**src/rtl/matmat_pkg.sv**
```systemverilog
// matmat_pkg: shared definitions for the matmatN loader.
//   state_e    - loader states (LOAD_A, LOAD_B, HOLD)
//   idx_width  - element-index width, max(1, clog2(N*N))
//   elem_k     - flat element index for (row, col) in an N x N matrix
package matmat_pkg;

   typedef enum logic [1:0] {
      LOAD_A = 2'd0,
      LOAD_B = 2'd1,
      HOLD   = 2'd2
   } state_e;

   // At least one bit, so that N = 1 still has a legal index port.
   function automatic int idx_width(input int n);
      int w;
      w = 0;
      while ((1 << w) < n * n) w++;
      return (w < 1) ? 1 : w;
   endfunction

   // Row-major slot number; element k lives at [k*DATA_WIDTH +: DATA_WIDTH].
   function automatic int elem_k(input int row, input int col, input int n);
      return row * n + col;
   endfunction

endpackage

```
**src/rtl/matmat_loader.sv**
```systemverilog
// matmat_loader: serial-to-parallel front end for the matmatN multiplier.
// Elements arrive one per handshake, A row-major then B row-major. They are
// written into two register banks. The completed pair is then held under a
// valid/ready handshake until the consumer takes it.
//
// Ports:
//   clk        - clock, rising edge
//   rst        - asynchronous active-high reset
//   flush      - synchronous abort of the pair being loaded or held
//   in_data    - element value (two's complement, DATA_WIDTH bits)
//   in_valid   - in_data valid
//   in_ready   - loader can accept an element (state != HOLD)
//   matrix_a   - assembled A, N*N*DATA_WIDTH bits, row-major
//   matrix_b   - assembled B, same layout
//   mats_valid - matrix_a/matrix_b form a complete pair (state == HOLD)
//   mats_ready - consumer accepts the pair
//   elem_idx   - slot the next accepted element is written to
//   loading_b  - next accepted element goes to B
module matmat_loader
   import matmat_pkg::*;
#(
   parameter int DATA_WIDTH  = 16,
   parameter int BIN_POS     = 8,
   parameter int MATRIX_SIZE = 2
) (
   input  logic                                              clk,
   input  logic                                              rst,
   input  logic                                              flush,
   input  logic [DATA_WIDTH-1:0]                             in_data,
   input  logic                                              in_valid,
   output logic                                              in_ready,
   output logic [MATRIX_SIZE*MATRIX_SIZE*DATA_WIDTH-1:0]     matrix_a,
   output logic [MATRIX_SIZE*MATRIX_SIZE*DATA_WIDTH-1:0]     matrix_b,
   output logic                                              mats_valid,
   input  logic                                              mats_ready,
   output logic [idx_width(MATRIX_SIZE)-1:0]                 elem_idx,
   output logic                                              loading_b
);

   localparam int NE    = MATRIX_SIZE * MATRIX_SIZE;
   localparam int IDX_W = idx_width(MATRIX_SIZE);
   localparam logic [IDX_W-1:0] LAST_IDX = IDX_W'(NE - 1);

   // BIN_POS only travels alongside DATA_WIDTH to keep matmatN consistent;
   // reject nonsensical combinations at elaboration.
   if (MATRIX_SIZE < 1 || BIN_POS < 0 || BIN_POS >= DATA_WIDTH) begin : g_param_check
      $error("matmat_loader: illegal MATRIX_SIZE/BIN_POS/DATA_WIDTH combination");
   end

   state_e                 state_q, state_d;
   logic [IDX_W-1:0]       idx_q, idx_d;
   logic [DATA_WIDTH-1:0]  a_q [NE];
   logic [DATA_WIDTH-1:0]  b_q [NE];
   logic                   accept;
   logic                   wr_a, wr_b;

   assign in_ready   = (state_q != HOLD);
   assign mats_valid = (state_q == HOLD);
   assign loading_b  = (state_q == LOAD_B);
   assign elem_idx   = idx_q;

   // flush outranks the stream, so the element presented with it is dropped.
   assign accept = in_valid && in_ready && !flush;
   assign wr_a   = accept && (state_q == LOAD_A);
   assign wr_b   = accept && (state_q == LOAD_B);

   always_comb begin
      state_d = state_q;
      idx_d   = idx_q;
      if (flush) begin
         state_d = LOAD_A;
         idx_d   = '0;
      end else begin
         case (state_q)
            LOAD_A, LOAD_B: begin
               if (accept) begin
                  if (idx_q == LAST_IDX) begin
                     idx_d   = '0;
                     state_d = (state_q == LOAD_A) ? LOAD_B : HOLD;
                  end else begin
                     idx_d = idx_q + IDX_W'(1);
                  end
               end
            end
            HOLD: begin
               // idx_q is already 0 here; no bypass into the next pair.
               if (mats_ready) state_d = LOAD_A;
            end
            default: begin
               state_d = LOAD_A;
               idx_d   = '0;
            end
         endcase
      end
   end

   // Buffers are never cleared except by reset: a new pair simply overwrites
   // every slot before it can be flagged valid again.
   always_ff @(posedge clk or posedge rst) begin
      if (rst) begin
         state_q <= LOAD_A;
         idx_q   <= '0;
         for (int k = 0; k < NE; k++) begin
            a_q[k] <= '0;
            b_q[k] <= '0;
         end
      end else begin
         state_q <= state_d;
         idx_q   <= idx_d;
         for (int k = 0; k < NE; k++) begin
            if (wr_a && idx_q == IDX_W'(k)) a_q[k] <= in_data;
            if (wr_b && idx_q == IDX_W'(k)) b_q[k] <= in_data;
         end
      end
   end

   genvar gi, gj;
   for (gi = 0; gi < MATRIX_SIZE; gi++) begin : g_row
      for (gj = 0; gj < MATRIX_SIZE; gj++) begin : g_col
         localparam int K = elem_k(gi, gj, MATRIX_SIZE);
         assign matrix_a[K*DATA_WIDTH +: DATA_WIDTH] = a_q[K];
         assign matrix_b[K*DATA_WIDTH +: DATA_WIDTH] = b_q[K];
      end
   end

endmodule
```
**config.mk**
```make
export PLATFORM = sky130hd
export DESIGN_NAME = matmat_loader
export DESIGN_NICKNAME = d
export VERILOG_FILES = /design/src/rtl/matmat_pkg.sv /design/src/rtl/matmat_loader.sv
export SDC_FILE = /design/constraint.sdc
export NUM_CORES = 1
export LEC_CHECK = 0
export CORE_MARGIN = 5
export CORE_UTILIZATION = 45
export DETAILED_ROUTE_END_ITERATION = 16
export GPL_ROUTABILITY_DRIVEN = 0
export PLACE_DENSITY = 0.75
export REMOVE_ABC_BUFFERS = 1
export SETUP_SLACK_MARGIN = 0.5
export SLEW_MARGIN = 10
export SYNTH_ARGS = -nofsm -noshare
export SYNTH_HDL_FRONTEND = slang
export SYNTH_SLANG_ARGS = --single-unit
```
**constraint.sdc**
```tcl
create_clock -name clk -period 6.71 [get_ports clk]
set_input_delay 1.0065 -clock clk [delete_from_list [all_inputs] [get_ports clk]]
set_output_delay 1.0065 -clock clk [all_outputs]
set_load 0.1 [all_outputs]
```
# ---- Yosys cells after proc, flatten, opt, wreduce, memory -nomap -nowiden
# Cells that the tools add are included.
dict set report word_totals {
  input_bits 21
  out_inout_bits 133
  wordCells 49
  ff_bits 132
}
dict set report op_classes {
  n_addsub 1
  n_eq_ne 10
  n_reduce_logical 18
  n_mux 10
}
# cell n
set op_table {}
lappend op_table {{2-bit two-way mux} 8}
lappend op_table {{1-bit logical AND} 12}
lappend op_table {{2-bit one-hot mux with 2 select lines} 2}
lappend op_table {{2-bit == test, second input constant} 3}
lappend op_table {{3-bit inequality test, second input constant} 2}
lappend op_table {{2-bit by 1-bit == test with 1-bit output, second input constant} 2}
lappend op_table {{2-bit zero test} 2}
lappend op_table {{2-bit inequality test, second input constant} 2}
lappend op_table {{3-bit by 2-bit inequality test with 1-bit output, second input constant} 1}
lappend op_table {{3-bit AND reduction} 1}
lappend op_table {{2-bit by 1-bit adder with 2-bit output, second input constant} 1}
lappend op_table {{2-bit AND reduction} 1}
lappend op_table {{2-bit OR reduction} 1}
lappend op_table {{1-bit zero test} 1}

# ---- Logic depth before layout (Yosys ltp)
# Gate-level depths: netlist of run 1.
dict set report logic_depth {
  ltp_word 6
  depth_mapped 6
  mapped_depth_nobuf 5
}

# ---- Worst setup path before layout of run 1
# Ideal clock, no wire load.
dict set report synth_timing {
  kind {reg-to-output}
  from {reg state_q[0]}
  to {out mats_valid}
  path_stages_with_launch 3
  slack_ps 3664
  n_path_buf 0
  arrival_time_ps 2039
  cell_sequence {dfrtp_1 > nand2b_1 > inv_1}
}
dict set report synth_between {
  elab_chain_cells 1
}
# element line
set synth_lines {}
lappend synth_lines {{start: declaration} matmat_loader.sv:50} ;# state_e state_q, state_d;
lappend synth_lines {{start signal: assignment} matmat_loader.sv:108} ;# state_q <= state_d;
lappend synth_lines {{2-bit == test} matmat_loader.sv:58} ;# assign mats_valid = (state_q == HOLD);
lappend synth_lines {{end: declaration} matmat_loader.sv:34} ;# output logic mats_valid,
# No other way between the ends.

# ---- Worst setup path after layout of run 1
# Ends and elaborated chain as after synthesis.

==> run_results.csv, run 1 <==
group,metric,value,unit
status,outcome,"finished clean",
critical_path,path_buf_inv,2,
sta,slew_violations,0,
critical_path,crit_path_end_kind,"primary output",
pwr,seq_power_share,30.3,%
critical_path,cp_top_family,"buffers and inverters",
logic_synthesis,yosysWarnings,0,
critical_path,cp_max_fo,6,
critical_path,start_kind,"register",
pwr,report.power.total,3.20,mW
logic_synthesis,syn-cell-area,5330,um2
floorplanning,die_w,119,um
clock_tree,clkLatencyLatePin,410,ps
global_route,grt_util_all_layers,18.9,%
logic_synthesis,synth_seq_cells,132,
worst_hold_path,hp-class,"reg2reg",
logic_synthesis,yosys-top-cells-area,"dfrtp_1 (62%), mux2_2 (19%), mux2_4 (11%), buf_6 (1.9%), ha_1 (0.94%)",
floorplanning,die_y,119,um
pwr,p_leak,3.47,nW
floorplanning,core-area,11500,um2
sta,final.min_clock_period,3390,ps
critical_path,r2r-end,"matrix_b[46]",
critical_path,max_stage_delay,1140,ps
pwr,vdd_ir_drop_max,0.211,mV
clock_tree,htreeDepth,4,
cells_and_area,fill_cells,831,
logic_synthesis,synth.distinct_cells,26,
clock_tree,root_buffer,"clkbuf_16",
drt,final_antenna_net_count,0,
drt,highest_layer,"met4",
drt,totalWireLength,13000,um
cells_and_area,antennaDiodeCount,0,
global_route,grt_pass1_wl,20600,um
floorplanning,pin_count,154,
cells_and_area,final_layout_size_suffix_gt1_share,35.7,%
drt,vias,3169,
global_route,grt_antenna_before_repair,0,
logic_synthesis,seq_area_frac_synth,62.0,%
critical_path,crit_chain,"nand2b_1 -> inv_1 -> clkdlybuf4s50_1",
sta,fmax,0.295,GHz
flow_run,cap_violations,0,
clock_tree,cts.sinks,132,
critical_path,crit_type,"reg2out",
drt,wl_met1,5440,um
global_route,grt_pass1_vias,3532,
logic_synthesis,synthCells,305,
sta,hold_violations,0,
pwr,intPower,1.83,mW
pwr,p_clk_share,31.1,%
clock_tree,cts_resized,0,
global_route,grt_max_degree,82,
critical_path,startpoint,"state_q[0]",
clock_tree,holdBufCountCts,0,
pwr,p_switching,1.36,mW
logic_synthesis,synth_top_cell_by_area,"dfrtp_1",
place,portBuffers,153,
cells_and_area,final_common_cell,"clkdlybuf4s50_1",
sta,setup_viol,0,
place,dp_hpwl,8710,um
drt,wire_per_inst,20.9,um
critical_path,critPathRequiredTime,5700,ps
drt,viasPerCell,5.09,
floorplanning,start_util,46.3,%
clock_tree,clk_pin_slew_worst_paths,60,ps
clock_tree,cts_tree,"yes",
cells_and_area,multi_input_area,1840,um2
clock_tree,cts_setup_buffers,0,
floorplanning,dieArea,14100,um2
critical_path,critPathCapture,"mats_valid",
drt,wl_met3,840,um
drt,dr.pass1.iters,4,
pwr,share_comb_of_total_power,38.6,%
sta,tightest_slew,1060,ps
critical_path,r2r_slack,4550,ps
critical_path,worstPathArrival,2380,ps
drt,drt_iter0_drc,147,
floorplanning,std_cell_rows,39,
cells_and_area,areaGrowthSynthToFinish,41.2,%
sta,setup-tns-final,0,ps
critical_path,cp_slowest_cell,"clkdlybuf4s50_1",
drt,drc,0,
critical_path,cp_num_cells,3,
cells_and_area,layout_common_cells,"clkdlybuf4s50_1 (153), dfrtp_1 (132), mux2_2 (89)",
drt,dr_wl_met2,6610,um
global_route,grt-ovfl-total,0,
sta,skew,11.4,ps
pwr,p_sw_share,42.6,%
sta,rsz0062_at_grt,"false",
cells_and_area,nets,491,
sta,fin_crit_sh,50.5,%
clock_tree,clock_path_buffers,2,
sta,slew_headroom,29.5,%
cells_and_area,ff_latch_area,3300,um2
logic_synthesis,avgSynthCellArea,17.5,um2
critical_path,reg2regPathDepth,3,
clock_tree,cts_inserted_buffers,17,
critical_path,reg2reg_from,"state_q[0]",
pwr,p_per_area,425,nW/um2
logic_synthesis,synth_top_area_share,62.0,%
## worst min-delay path by stage
stage,start,endpoint,slack (ps),depth (start not counted)
after floorplan,state_q[1],state_q[0],600,1
after global placement,matrix_a[7],matrix_a[7],490,1
after detailed placement,matrix_b[63],matrix_b[63],490,1
after CTS,matrix_a[30],matrix_a[30],510,1
after global routing,matrix_b[63],matrix_b[63],520,1
final,matrix_a[30],matrix_a[30],500,1
## layer usage
| layer | GRT usage [%] | vias up |
|---|---|---|
| met3 | 7.21 | 12 |
| met5 | 0 | - |
| li1 | - | 1403 |
| met1 | 23.2 | 1659 |
| met4 | 5.58 | 0 |
| met2 | 31.3 | 95 |
## sequential cells by signal (all words and copies together) (netlist names)
signal and flops:
state_q 2, matrix_a 64, matrix_b 64, elem_idx 2
## stage by stage
stage | worst slack [ps] | std cells | hold slack [ps] | instance area [um2] | util [%]
2_1_floorplan | 2180 | 292 | 601 | 5160 | -
3_3_place_gp | 3430 | 590 | 488 | 6890 | 59.8
3_5_place_dp | 3380 | 590 | 493 | 6890 | 59.8
4_1_cts | 3300 | 622 | 507 | 7520 | 65.3
5_1_grt | 3250 | 622 | 519 | 7520 | 65.3
6_report | 3320 | 622 | 504 | 7520 | 65.3
## final cells by class
type | instances | area share [%]
sequential | 132 | 43.9
timing repair buffer | 155 | 20.6
clock buffer | 20 | 6.07
tap | 143 | 2.38
clock inverter | 12 | 2.36
multi-input combinational | 156 | 24.5
inverter | 4 | 0.233
## synthesized netlist by cell type
cell / count
dfrtp_1: 132
mux2_2: 89
mux2_4: 39
buf_6: 9
ha_1: 4
inv_1: 4
buf_8: 3
nand3_2: 3
and3_1: 2
nor2_1: 2
nor2b_4: 2
nor3_1: 2
a21oi_1: 1
a2bb2oi_1: 1
and3_4: 1
and4bb_1: 1
buf_12: 1
mux2i_1: 1
nand2_1: 1
nand2b_1: 1
nand4b_4: 1
nor2_2: 1
o21ai_0: 1
or2_1: 1
or4b_2: 1
xor2_1: 1
## logic make-up after synthesis
logic type / count (synthesis) / share of synthesized area [%]
flops: 132 / 62.0
mux: 129 / 30.0
simple gates: 19 / 3.15
buf+inv: 17 / 3.41
fa+ha+maj: 4 / 0.939
compound gates: 3 / 0.352
xor+xnor: 1 / 0.164
## power by group through the flow
stage               sequential (mW)  combinational (mW)  clock (mW)
floorplan                      1.78               0.136           0
global placement              0.976                1.23           0
detailed placement            0.983                1.24           0
CTS                           0.970                1.24        1.00
global route                  0.983                1.26        1.04
finish                        0.970                1.23       0.994
(Power assumes the default switching activity.)
==> run 2: changes to the inputs <==
==> constraint.sdc (replaced) <==
create_clock -name clk -period 3.2 [get_ports clk]
set_input_delay 0.48 -clock clk [delete_from_list [all_inputs] [get_ports clk]]
set_output_delay 0.48 -clock clk [all_outputs]
set_load 0.1 [all_outputs]
==> run_results.csv, run 2 (synthesized netlist as in run 1, its figures left out) <==
group,metric,value,unit
status,outcome,"finished clean",
clock_tree,clk_pin_slew_worst_paths,50,ps
sta,final.min_clock_period,2410,ps
pwr,vdd_ir_drop_max,0.512,mV
clock_tree,cts_inserted_buffers,17,
critical_path,cp_max_fo,2,
clock_tree,clkLatencyLatePin,410,ps
global_route,grt_pass1_wl,19600,um
global_route,grt_antenna_before_repair,0,
clock_tree,htreeDepth,4,
critical_path,worstPathArrival,1930,ps
sta,rsz0062_at_grt,"false",
cells_and_area,final_common_cell,"dfrtp_1",
critical_path,cp_top_family,"buffers and inverters",
drt,drt_iter0_drc,121,
clock_tree,cts.sinks,132,
sta,slew_headroom,33.2,%
global_route,grtUsageMet3,7.69,%
pwr,p_per_area,860,nW/um2
cells_and_area,fill_cells,894,
sta,skew,5.65,ps
global_route,grt_util_all_layers,18.0,%
place,place_ws,753,ps
place,dpl_cell_area,6810,um2
cells_and_area,stdcell_area,7340,um2
critical_path,crit_path_end_kind,"primary output",
clock_tree,cts_tree,"yes",
floorplanning,die_w,119,um
global_route,grt_pass1_vias,3454,
pwr,p_leak,3.57,nW
global_route,grt-ovfl-total,0,
cells_and_area,layout_common_cells,"dfrtp_1 (132), clkdlybuf4s50_1 (95), mux2_2 (89)",
drt,drc,0,
critical_path,start_kind,"register",
flow_run,cap_violations,0,
sta,tightest_slew,999,ps
cells_and_area,multi_input_area,1840,um2
critical_path,path_buf_inv,1,
clock_tree,cts_resized,0,
cells_and_area,fin_util,63.7,%
floorplanning,core-area,11500,um2
sta,fin_hold_ws,450,ps
floorplanning,std_cell_rows,39,
drt,dr.pass1.iters,3,
drt,viasPerCell,5.05,
drt,final_antenna_net_count,0,
cells_and_area,fin_cells,627,
global_route,met1_usage,21.3,%
sta,setup_viol,0,
global_route,grtUsageMet2,30.1,%
critical_path,max_stage_delay,1150,ps
floorplanning,start_util,46.3,%
sta,hold_violations,0,
cells_and_area,areaGrowthSynthToFinish,37.7,%
clock_tree,cts_setup_buffers,0,
clock_tree,root_buffer,"clkbuf_16",
cells_and_area,antennaDiodeCount,0,
drt,wire_per_inst,19.5,um
drt,vias,3169,
sta,setup_ws,789,ps
worst_hold_path,hp-class,"in2async",
sta,fmax,0.415,GHz
cells_and_area,final_layout_size_suffix_gt1_share,47.5,%
place,portBuffers,153,
cells_and_area,nets,498,
cells_and_area,ff_latch_area,3300,um2
global_route,grt_max_degree,55,
critical_path,cp_slowest_cell,"clkdlybuf4s50_1",
place,dp.cells,597,
clock_tree,holdBufCountCts,0,
floorplanning,dieArea,14100,um2
critical_path,crit_type,"reg2out",
clock_tree,clock_path_buffers,2,
critical_path,crit_chain,"clkdlybuf4s50_1",
place,dp_hpwl,8600,um
floorplanning,pin_count,154,
floorplanning,die_y,119,um
critical_path,critPathRequiredTime,2720,ps
global_route,grt.busiest_layer,"met2",
sta,fin_crit_sh,75.3,%
sta,slew_violations,0,
drt,totalWireLength,12200,um
==> run 2: report_power, final <==
part           switching, mW  internal (mW)  total, mW
registers              0.138           1.90       2.04
clock network          0.637           1.09       1.73
logic                   1.98          0.558       2.54
==> run 2: final timing paths <==
check | start | to | slack, ps | cells past startpoint
setup / recovery | matrix_a[6] | matrix_a[6] | 790 | 1
hold / removal | rst | matrix_a[53] | 450 | 2
setup reg to reg | state_q[1] | matrix_a[48] | 1400 | 3
hold reg to reg | matrix_a[54] | matrix_a[54] | 510 | 1
max in group asynchronous | rst | matrix_b[22] | 2060 | 3
min in group clk | matrix_a[54] | matrix_a[54] | 510 | 1
==> run 2: layout make-up <==
cell class	count	area share [%]
Clock buffer	24	6.43
Sequential cell	132	45.0
Tap cell	143	2.44
Multi-Input combinational cell	156	25.1
Timing Repair Buffer	162	20.0
Clock inverter	6	0.750
Inverter	4	0.239
==> run 2: per-stage QoR <==
stage | total power [mW] | setup TNS [ps]
finish | 6.31 | 0
global placement | 4.60 | 0
CTS | 6.37 | 0
global route | 6.52 | 0
detailed placement | 4.62 | 0
floorplan | 4.02 | -106400
==> run 2: layer usage <==
layer | vias to the layer above | part of all wire [%]
met5 | - | 0
met4 | 0 | 0.92
met3 | 13 | 6.6
met2 | 86 | 51
met1 | 1649 | 42
li1 | 1421 | -
